`src/rtl/logic_gate_pipe.sv`:
```
// Runtime-selected bitwise gate on two WIDTH-bit operands with a combinational result
// and a DEPTH-cycle registered result; the optional hit counter is enabled by LOGIC_PIPE_CNT_EN.
module logic_gate_pipe #(
    parameter int WIDTH = 8,
    parameter int DEPTH = 2,
    parameter int CNT_W = 16
) (
    input  logic             clk,
    input  logic             rst,
    input  logic             pi_valid,
    input  logic [WIDTH-1:0] pi_a,
    input  logic [WIDTH-1:0] pi_b,
    input  logic [1:0]       pi_op,
    input  logic             pi_clr,
    output logic [WIDTH-1:0] po_c1,
    output logic [WIDTH-1:0] po_c2,
    output logic             po_valid,
    output logic [CNT_W-1:0] po_hit_cnt
);

    typedef enum logic [1:0] {
        OP_AND  = 2'b00,
        OP_OR   = 2'b01,
        OP_XOR  = 2'b10,
        OP_NAND = 2'b11
    } op_e;

    logic [WIDTH-1:0] result;
    logic             feed_vld;
    logic [WIDTH-1:0] feed_data;
    logic [WIDTH-1:0] c2_q;
    logic             valid_q;

    always_comb begin
        result = '0;
        case (op_e'(pi_op))
            OP_AND:  result = pi_a & pi_b;
            OP_OR:   result = pi_a | pi_b;
            OP_XOR:  result = pi_a ^ pi_b;
            OP_NAND: result = ~(pi_a & pi_b);
            default: result = '0;
        endcase
    end

    assign po_c1 = result;

    // The output register is the last of the DEPTH registers, so only DEPTH-1 shift stages sit in front of it.
    generate
        if (DEPTH == 1) begin : g_direct
            assign feed_vld  = pi_valid;
            assign feed_data = result;
        end else begin : g_stages
            localparam int NS = DEPTH - 1;
            logic [NS-1:0]    vld_q;
            logic [WIDTH-1:0] data_q [NS];

            always_ff @(posedge clk) begin
                if (rst) begin
                    vld_q <= '0;
                    for (int i = 0; i < NS; i++) begin
                        data_q[i] <= '0;
                    end
                end else begin
                    vld_q[0]  <= pi_valid;
                    data_q[0] <= result;
                    for (int i = 1; i < NS; i++) begin
                        vld_q[i]  <= vld_q[i-1];
                        data_q[i] <= data_q[i-1];
                    end
                end
            end

            assign feed_vld  = vld_q[NS-1];
            assign feed_data = data_q[NS-1];
        end
    endgenerate

    always_ff @(posedge clk) begin
        if (rst) begin
            c2_q    <= '0;
            valid_q <= 1'b0;
        end else begin
            valid_q <= feed_vld;
            if (feed_vld) begin
                c2_q <= feed_data;
            end
        end
    end

    assign po_c2    = c2_q;
    assign po_valid = valid_q;

`ifdef LOGIC_PIPE_CNT_EN
    logic             hit;
    logic [CNT_W-1:0] cnt_q;
    logic [CNT_W-1:0] cnt_d;

    assign hit = feed_vld && (feed_data != '0);

    // Clear beats a coincident increment; the count sticks at all-ones instead of wrapping.
    always_comb begin
        cnt_d = cnt_q;
        if (pi_clr) begin
            cnt_d = '0;
        end else if (hit && (cnt_q != '1)) begin
            cnt_d = cnt_q + CNT_W'(1);
        end
    end

    always_ff @(posedge clk) begin
        if (rst) begin
            cnt_q <= '0;
        end else begin
            cnt_q <= cnt_d;
        end
    end

    assign po_hit_cnt = cnt_q;
`else
    logic unused_clr;
    assign unused_clr = pi_clr;
    assign po_hit_cnt = '0;
`endif

endmodule
```
`config.mk`:
```
export PLATFORM = sky130hd
export DESIGN_NAME = logic_gate_pipe
export DESIGN_NICKNAME = d
export VERILOG_FILES = /design/src/rtl/logic_gate_pipe.sv
export SDC_FILE = /design/constraint.sdc
export NUM_CORES = 1
export LEC_CHECK = 0
export CAP_MARGIN = 20
export CORE_ASPECT_RATIO = 1.5
export CORE_MARGIN = 2
export CORE_UTILIZATION = 35
export DETAILED_ROUTE_END_ITERATION = 6
export GPL_TIMING_DRIVEN = 1
export PLACE_DENSITY_LB_ADDON = 0.1
export SLEW_MARGIN = 5
export SYNTH_ARGS = -nofsm -noshare
export SYNTH_HDL_FRONTEND = slang
export SYNTH_SLANG_ARGS = --single-unit
```
`constraint.sdc`:
```
create_clock -name clk -period 1.7 [get_ports clk]
set_clock_uncertainty 0.2 [all_clocks]
set_input_delay 0.17 -clock clk [delete_from_list [all_inputs] [get_ports clk]]
set_output_delay 0.17 -clock clk [all_outputs]
set_load 0.03 [all_outputs]
```
==> results of run 1 <==
power breakdown:
group,switching [mW],internal (mW)
registers,0.0127,0.449
clock network,0.116,0.157
logic,0.216,0.181
total,0.345,0.786
per-layer routing:
layer,GRT usage,vias up
met5,0,-
met4,0.0538,0
met3,0.0136,4
met2,0.225,30
met1,0.132,437
li1,-,484
stage by stage:
step | cells | instance area [um2] | setup TNS [ns] | hold slack (ns) | setup slack [ns]
2_1_floorplan | 141 | 1300 | 0 | 0.0982 | 0.0835
3_3_place_gp | 213 | 1660 | -1.39 | 0.248 | -0.221
3_5_place_dp | 213 | 1660 | -1.74 | 0.262 | -0.213
4_1_cts | 219 | 1710 | 0 | 0.277 | 0.0469
5_1_grt | 219 | 1710 | 0 | 0.292 | 0.00955
6_report | 219 | 1710 | 0 | 0.267 | 0.0496
cell families (layout without fill, tap and decap cells):
logic type,Yosys count,count (layout)
AO/OA/AOI/OAI,8,8
AND/OR/NAND/NOR,12,12
flip-flops,18,18
buffers and inverters,39,75
other,1,16
adder cells (fa/ha/maj),16,16
multiplexers,32,32
critical path, stage by stage:
cell           delay [ns]
dlygate4sd2_1        0.26
ha_1                 0.22
mux2_2               0.28
mux2i_1              0.16
buf_4                0.19
flip-flops by register name (all words and copies together), names as in the netlist:
| signal | count |
|---|---|
| g_stages.data_q | 8 |
| feed_vld | 1 |
| po_c2 | 8 |
| po_valid | 1 |
cell type report:
cell class	instances	area, um2
Clock buffer	3	41.3
Fill cell	347	1710
Inverter	16	60.1
Multi-Input combinational cell	84	703
Sequential cell	18	360
Tap cell	42	52.6
Timing Repair Buffer	56	492
synth_stat cells:
cell type  count  area, um2
nand2b_1       1       6.26
clkbuf_1       1       3.75
nor2_1         8       30.0
buf_2          1       5.00
inv_1         16       60.1
mux2i_1       24        240
buf_4         16        120
dfxtp_1       18        360
buf_6          2       22.5
conb_1         1       3.75
clkbuf_2       1       5.00
buf_12         1       20.0
mux2_4         2       30.0
o22ai_1        8       50.1
nor2b_1        2       12.5
ha_1          16        200
buf_1          1       3.75
mux2_2         6       67.6
or2_1          1       6.26
repair_timing:
item / 4_1_cts / 5_1_grt
buffers inserted: 3 / 0
gates resized for setup: 19 / 0
hold buffers: 0 / 0
endpoints found under the setup margin: 8 / 0
final timing paths:
check                                                       from               endpoint  slack, ns  cells past startpoint
worst min register to register  g_stages.data_q[0][7]$_SDFF_PP0_  po_c2[7]$_SDFFE_PP0P_       0.27                      2
worst min-delay path            g_stages.data_q[0][7]$_SDFF_PP0_  po_c2[7]$_SDFFE_PP0P_       0.27                      2
worst max register to register               feed_vld$_SDFF_PP0_  po_c2[2]$_SDFFE_PP0P_       0.49                      2
worst max-delay path                                     pi_a[5]               po_c1[5]       0.05                      5
==> flow_summary_export.csv, run 1 <==
group,metric,value,unit
cts,cts_buffers,3,
placement,io_buffers,37,
synthesis,ys_ff_latch,18,
cts,path_clk_slew,0.06,ns
cts,clk-insertion-delay-late,0.24,ns
detailed_routing,viasPerCell,4.36,
critical_path,critPathMaxFanout,2,
floorplan,placementRows,26,
detailed_routing,antenna_left,0,
detailed_routing,drt-initial-drc-count,4,
synthesis,synthAdderAreaFrac,0.160,
critical_path,arrival,1.28,ns
global_route,grt_max_degree,11,
sta,slew_viol_final,0,
detailed_routing,firstDrtPassIters,2,
cells_and_area,diodes,0,
cts,ctsRootBufferMaster,"clkbuf_8",
cts,clockBufferDepth,2,
floorplan,start_util,0.365,
synthesis,synth_top_family_by_area,"multiplexers",
power,leakage,0.900,nW
global_route,antenna_found_initial,0,
global_route,grt_pass1_vias,919,
critical_path,cp_data_required_time,1.33,ns
global_route,gr-total-overflow,0,
synthesis,ys_types,19,
sta,fin_crit_sh,0.971,
detailed_routing,highest_layer,"met4",
synthesis,netlist_area,0.00125,mm2
sta,rsz0062_at_grt,"no",
critical_path,crit_path_end_kind,"output port",
floorplan,fp.dieH,77.1,um
synthesis,synth_compound_area_frac,0.0401,
worst_hold_path,hold_class,"reg -> reg",
cts,cts_max_level,1,
detailed_routing,wl_met2,1290,um
global_route,gr-usage-all-layers,0.122,
sta,final_hold_viol_count,0,
synthesis,synth_warnings,0,
critical_path,crit_type,"in -> out",
sta,finalSetupViolCount,0,
power,ir_drop,390,uV
job,maxCapViolCount,0,
cells_and_area,drive_above_1_share,0.215,
cells_and_area,final_util,0.500,
power,powerDensity,662,mW/mm2
critical_path,startpoint_type,"input port",
global_route,grt_pass1_wl,3820,um
floorplan,io_pins,55,
detailed_routing,wirelength,2350,um
synthesis,avgSynthCellArea,9.90,um2
detailed_routing,dr_wl_met3,123,um
floorplan,die_area,0.00407,mm2
run_status,outcome,"completed",
synthesis,synth_xor_area_frac,0,
power,total_power,1.13,mW
placement,gp_congestion,0.709,
detailed_routing,num_vias,955,
cts,clock_sinks,18,
synthesis,synth_mux_area_frac,0.271,
placement,place_hpwl,1990,um
cells_and_area,area_delta_synth_final,37.0,%
cells_and_area,mostFrequentLayoutCells,"24 x mux2i_1, 24 x buf_4, 18 x dfxtp_1",
cts,cts_tree,"built",
detailed_routing,wl_per_cell,10.7,um
sta,final.min_clock_period,1.65,ns
synthesis,netlist_instances,126,
floorplan,core-area,0.00342,mm2
floorplan,die_w,52.7,um
sta,fmax,606,MHz
synthesis,yosysSeqAreaShare,0.289,
synthesis,yosys.area_share.simple,0.0441,
detailed_routing,drc_errors,0,
detailed_routing,met1Wirelength,908,um
cells_and_area,final_nets,217,
Note: power is estimated with default switching activity, not from simulation.
==> inputs of run 2 (changes only) <==
--- a/config.mk
+++ b/config.mk
@@ -10,6 +10,7 @@
 export CORE_MARGIN = 2
 export CORE_UTILIZATION = 35
 export DETAILED_ROUTE_END_ITERATION = 6
+export DONT_BUFFER_PORTS = 1
 export GPL_TIMING_DRIVEN = 1
 export PLACE_DENSITY_LB_ADDON = 0.1
 export SLEW_MARGIN = 5
==> run 2 against run 1 <==
Net effect: non-clock buffer count down 37; combinational power down 28%; maximum frequency up 1.5%; largest power group unchanged.
==> flow_summary_export.csv, run 2 (synthesis gave the netlist of run 1 again) <==
group,metric,value,unit
run_status,outcome,"completed",
worst_hold_path,hold_class,"in -> reg",
critical_path,critPathMaxFanout,16,
cts,cts_tree,"built",
global_route,grtUsageMet2,0.221,
cells_and_area,final_common_cell,"mux2i_1",
sta,fmax,615,MHz
power,p_int,0.726,mW
detailed_routing,wirelength,2290,um
global_route,grtUsageMet1,0.125,
critical_path,crit_family,"buffers and inverters",
job,maxCapViolCount,0,
cells_and_area,area_delta_synth_final,11.2,%
power,p_sw,0.317,mW
sta,finalSetupViolCount,0,
sta,fin_crit_sh,0.957,
global_route,gr-usage-all-layers,0.119,
floorplan,die_area,0.00407,mm2
detailed_routing,drc_errors,0,
detailed_routing,antenna_left,0,
floorplan,core-area,0.00342,mm2
floorplan,start_util,0.365,
global_route,antenna_found_initial,0,
placement,pre_cts_slack,0.334,ns
cts,clockBufferDepth,2,
detailed_routing,wl_per_cell,12.6,um
cts,cts_max_level,1,
global_route,gr-total-overflow,0,
critical_path,crit_path_end_kind,"output port",
global_route,grt_pass1_vias,827,
power,swShare,0.304,
detailed_routing,firstDrtPassIters,4,
sta,final_hold_viol_count,0,
placement,io_buffers,0,
critical_path,max_stage_delay,0.57,ns
critical_path,cp_slowest_cell,"dlygate4sd3_1",
cells_and_area,final_nets,180,
sta,slew_viol_final,0,
critical_path,cp_data_required_time,1.33,ns
critical_path,cpMostUsedCell,"mux2i_1",
sta,holdWs,0.00851,ns
power,powerDensity,752,mW/mm2
power,pwr-share-clk,0.266,
power,ir_drop,412,uV
cts,cts.repair.resized,0,
detailed_routing,num_vias,834,
floorplan,io_pins,55,
cts,clk-insertion-delay-late,0.24,ns
global_route,grt_max_degree,17,
cts,ctsRootBufferMaster,"clkbuf_8",
cts,hold_buffers,11,
critical_path,startpoint_type,"input port",
power,p_comb_frac,0.274,
placement,gp_congestion,0.712,
critical_path,arrival,1.26,ns
floorplan,placementRows,26,
critical_path,crit_buf_inv,2,
global_route,grt_util_met3,0.0175,
sta,rsz0062_at_grt,"no",
critical_path,path_cells,"dlygate4sd3_1, mux2i_1, mux2i_1, buf_4",
sta,setup_slack,0.0734,ns
detailed_routing,viasPerCell,4.58,
cts,postCtsSetupBuffers,0,
power,total_power,1.04,mW
sta,final.min_clock_period,1.63,ns
floorplan,die_w,52.7,um
cells_and_area,diodes,0,
cells_and_area,mostFrequentLayoutCells,"24 x mux2i_1, 18 x dfxtp_1, 16 x inv_1, 16 x ha_1, 16 x conb_1",
detailed_routing,drt-initial-drc-count,6,
floorplan,fp.dieH,77.1,um
global_route,grt_pass1_wl,3650,um
power,leakage,0.727,nW
cts,clock_sinks,18,
cts,cts_buffers,3,
critical_path,crit_type,"in -> out",
cells_and_area,drive_above_1_share,0.136,
global_route,globalRoute.busiestLayer,"met2",
power,pwr-share-seq,0.460,
placement,place_hpwl,1790,um
cts,path_clk_slew,0.06,ns
sta,fin_setup_tns,0,ns
-- run 2: cell types whose count changed in the layout (fill, tap and decap cells not counted), sizes merged --
cell           before  now
buf                27    8
dlygate4sd2        17    0
clkdlybuf4s50      12    0
dlygate4sd3         0   11
-- run 2: worst paths after layout --
path | from | to | slack (ns) | cells after the start
min reg2reg | g_stages.data_q[0][6]$_SDFF_PP0_ | po_c2[6]$_SDFFE_PP0P_ | 0.27 | 2
max | pi_op[1] | po_c1[7] | 0.07 | 4
min | pi_op[1] | g_stages.data_q[0][2]$_SDFF_PP0_ | 0.009 | 2
max reg2reg | feed_vld$_SDFF_PP0_ | po_c2[0]$_SDFFE_PP0P_ | 0.47 | 2
-- run 2: per-stage QoR --
stage,util,std cells,area (um2)
6_report,0.406,182,1390
3_5_place_dp,0.362,168,1240
4_1_cts,0.406,182,1390
2_1_floorplan,-,141,1300
5_1_grt,0.406,182,1390
3_3_place_gp,0.362,168,1240
-- run 2: layer usage --
layer / wire (um) / part of all wire
met5: 0 / 0
met4: 39 / 0.017
met2: 1280 / 0.56
met3: 138 / 0.060
met1: 832 / 0.36
-- run 2: power by group through the flow --
| stage | clock [mW] | sequential (mW) | combinational, mW |
|---|---|---|---|
| after floorplan | 0 | 0.482 | 0.259 |
| after global placement | 0 | 0.490 | 0.250 |
| after detailed placement | 0 | 0.490 | 0.257 |
| after CTS | 0.289 | 0.481 | 0.287 |
| after global routing | 0.313 | 0.484 | 0.310 |
| final | 0.278 | 0.480 | 0.286 |
-- run 2: cell type report --
type,count,area [um2]
fill,370,2030
multi-input combinational,84,703
sequential,18,360
timing repair buffer,19,170
inverter,16,60.1
tap,42,52.6
clock buffer,3,41.3
-- run 2: worst reg2reg max path, delay by kind of cell (launching register included) --
family / cells / cell delay, ns
flip-flops: 1 / 0.61
multiplexers: 1 / 0.24
AND/OR/NAND/NOR: 1 / 0.06
==> inputs of run 3 (changes only) <==
--- a/config.mk
+++ b/config.mk
@@ -12,6 +12,7 @@
 export DETAILED_ROUTE_END_ITERATION = 6
 export DONT_BUFFER_PORTS = 1
 export GPL_TIMING_DRIVEN = 1
+export MAX_ROUTING_LAYER = met4
 export PLACE_DENSITY_LB_ADDON = 0.1
 export SLEW_MARGIN = 5
 export SYNTH_ARGS = -nofsm -noshare
==> run 3 against run 2 <==
Net effect: clock-buffer cell count unchanged; utilization unchanged; cell count unchanged; critical endpoint unchanged; largest cell class unchanged.
==> flow_summary_export.csv, run 3 (synthesis gave the netlist of run 1 again) <==
group,metric,value,unit
run_status,outcome,"completed",
floorplan,placementRows,26,
placement,dpl_cell_area,0.00124,mm2
sta,slew_viol_final,0,
detailed_routing,drc_errors,0,
cts,cts_buffers,3,
cts,cts.repair.resized,0,
sta,finalSetupViolCount,0,
power,leakage,0.727,nW
global_route,grt_pass1_vias,826,
cells_and_area,fill_cells,370,
floorplan,fp.dieH,77.1,um
cells_and_area,diodes,0,
detailed_routing,num_vias,835,
floorplan,core-area,0.00342,mm2
sta,final_hold_viol_count,0,
cells_and_area,final_common_cell,"mux2i_1",
critical_path,arrival,1.26,ns
critical_path,cp_data_required_time,1.33,ns
cts,clock_sinks,18,
placement,dp.cells,168,
global_route,antenna_found_initial,0,
global_route,grt_max_degree,17,
sta,fin_crit_sh,0.957,
cells_and_area,final_util,0.406,
critical_path,startpoint_type,"input port",
detailed_routing,drt-initial-drc-count,6,
cells_and_area,multi_input_area,703,um2
global_route,gr-total-overflow,0,
detailed_routing,wirelength,2290,um
sta,rsz0062_at_grt,"no",
sta,final.min_clock_period,1.63,ns
critical_path,crit_type,"in -> out",
floorplan,die_area,0.00407,mm2
cells_and_area,final_cell_area,0.00139,mm2
placement,io_buffers,0,
detailed_routing,viasPerCell,4.59,
cts,clk-insertion-delay-late,0.25,ns
sta,fmax,615,MHz
detailed_routing,wl_per_cell,12.6,um
cells_and_area,drive_above_1_share,0.136,
cts,path_clk_slew,0.06,ns
cells_and_area,regArea,360,um2
floorplan,die_w,52.7,um
cells_and_area,stdcell_count,182,
cts,clockBufferDepth,2,
cts,cts_max_level,1,
floorplan,io_pins,55,
placement,gp_congestion,0.720,
cts,ctsRootBufferMaster,"clkbuf_8",
critical_path,critPathMaxFanout,16,
floorplan,start_util,0.365,
global_route,grt_pass1_wl,3650,um
power,ir_drop,412,uV
global_route,gr-usage-all-layers,0.123,
sta,fin_setup_tns,0,ns
detailed_routing,firstDrtPassIters,3,
detailed_routing,antenna_left,0,
worst_hold_path,hold_class,"in -> reg",
placement,place_hpwl,1790,um
cells_and_area,final_nets,180,
power,powerDensity,753,mW/mm2
job,maxCapViolCount,0,
sta,holdWs,0.00767,ns
critical_path,crit_path_end_kind,"output port",
cells_and_area,area_delta_synth_final,11.2,%
cts,cts_tree,"built",
cells_and_area,mostFrequentLayoutCells,"24 x mux2i_1, 18 x dfxtp_1, 16 x inv_1, 16 x ha_1, 16 x conb_1",
-- run 3: cell counts in the layout (fill, tap and decap cells not counted) --
Identical to the previous run, type by type.
-- run 3: area by class of cell --
type                            count  area share
Timing Repair Buffer               19       0.123
Inverter                           16      0.0433
Multi-Input combinational cell     84       0.507
Sequential cell                    18       0.260
Tap cell                           42      0.0379
Clock buffer                        3      0.0298
-- run 3: worst max-delay path: stages --
cell and delay (ns):
dlygate4sd3_1 0.57, mux2i_1 0.24, mux2i_1 0.10, buf_4 0.17
-- run 3: path summary, 6_finish.rpt --
| kind | startpoint | to | slack [ns] | cells after the start |
|---|---|---|---|---|
| setup / recovery | pi_op[1] | po_c1[7] | 0.07 | 4 |
| setup reg to reg | feed_vld$_SDFF_PP0_ | po_c2[0]$_SDFFE_PP0P_ | 0.47 | 2 |
| hold reg to reg | g_stages.data_q[0][6]$_SDFF_PP0_ | po_c2[6]$_SDFFE_PP0P_ | 0.27 | 2 |
| hold / removal | pi_op[1] | g_stages.data_q[0][2]$_SDFF_PP0_ | 0.008 | 2 |
-- run 3: where the power goes --
group | leakage (nW) | internal, mW | switching, mW
logic | 0.557 | 0.120 | 0.166
clock network | 0.0216 | 0.157 | 0.122
registers | 0.148 | 0.449 | 0.0310
total | 0.727 | 0.726 | 0.318
-- run 3: metrics by stage --
step | setup slack, ns | total power, mW
after floorplan | 0.0835 | 0.741
final | 0.0734 | 1.04
after CTS | 0.0693 | 1.06
after global placement | 0.338 | 0.740
after detailed placement | 0.334 | 0.747
after global routing | 0.0463 | 1.11
-- run 3: per-layer routing --
layer / vias up / track usage / routed length, um
met1: 389 / 0.125 / 821
met5: - / - / 0
met4: 0 / 0.0538 / 44
li1: 409 / - / -
met2: 32 / 0.221 / 1260
met3: 5 / 0.0175 / 156
-- run 3: what timing repair did --
action | CTS | global route
endpoints found under the hold margin | 18 | 0
hold buffers | 11 | 0
buffers inserted | 0 | 0
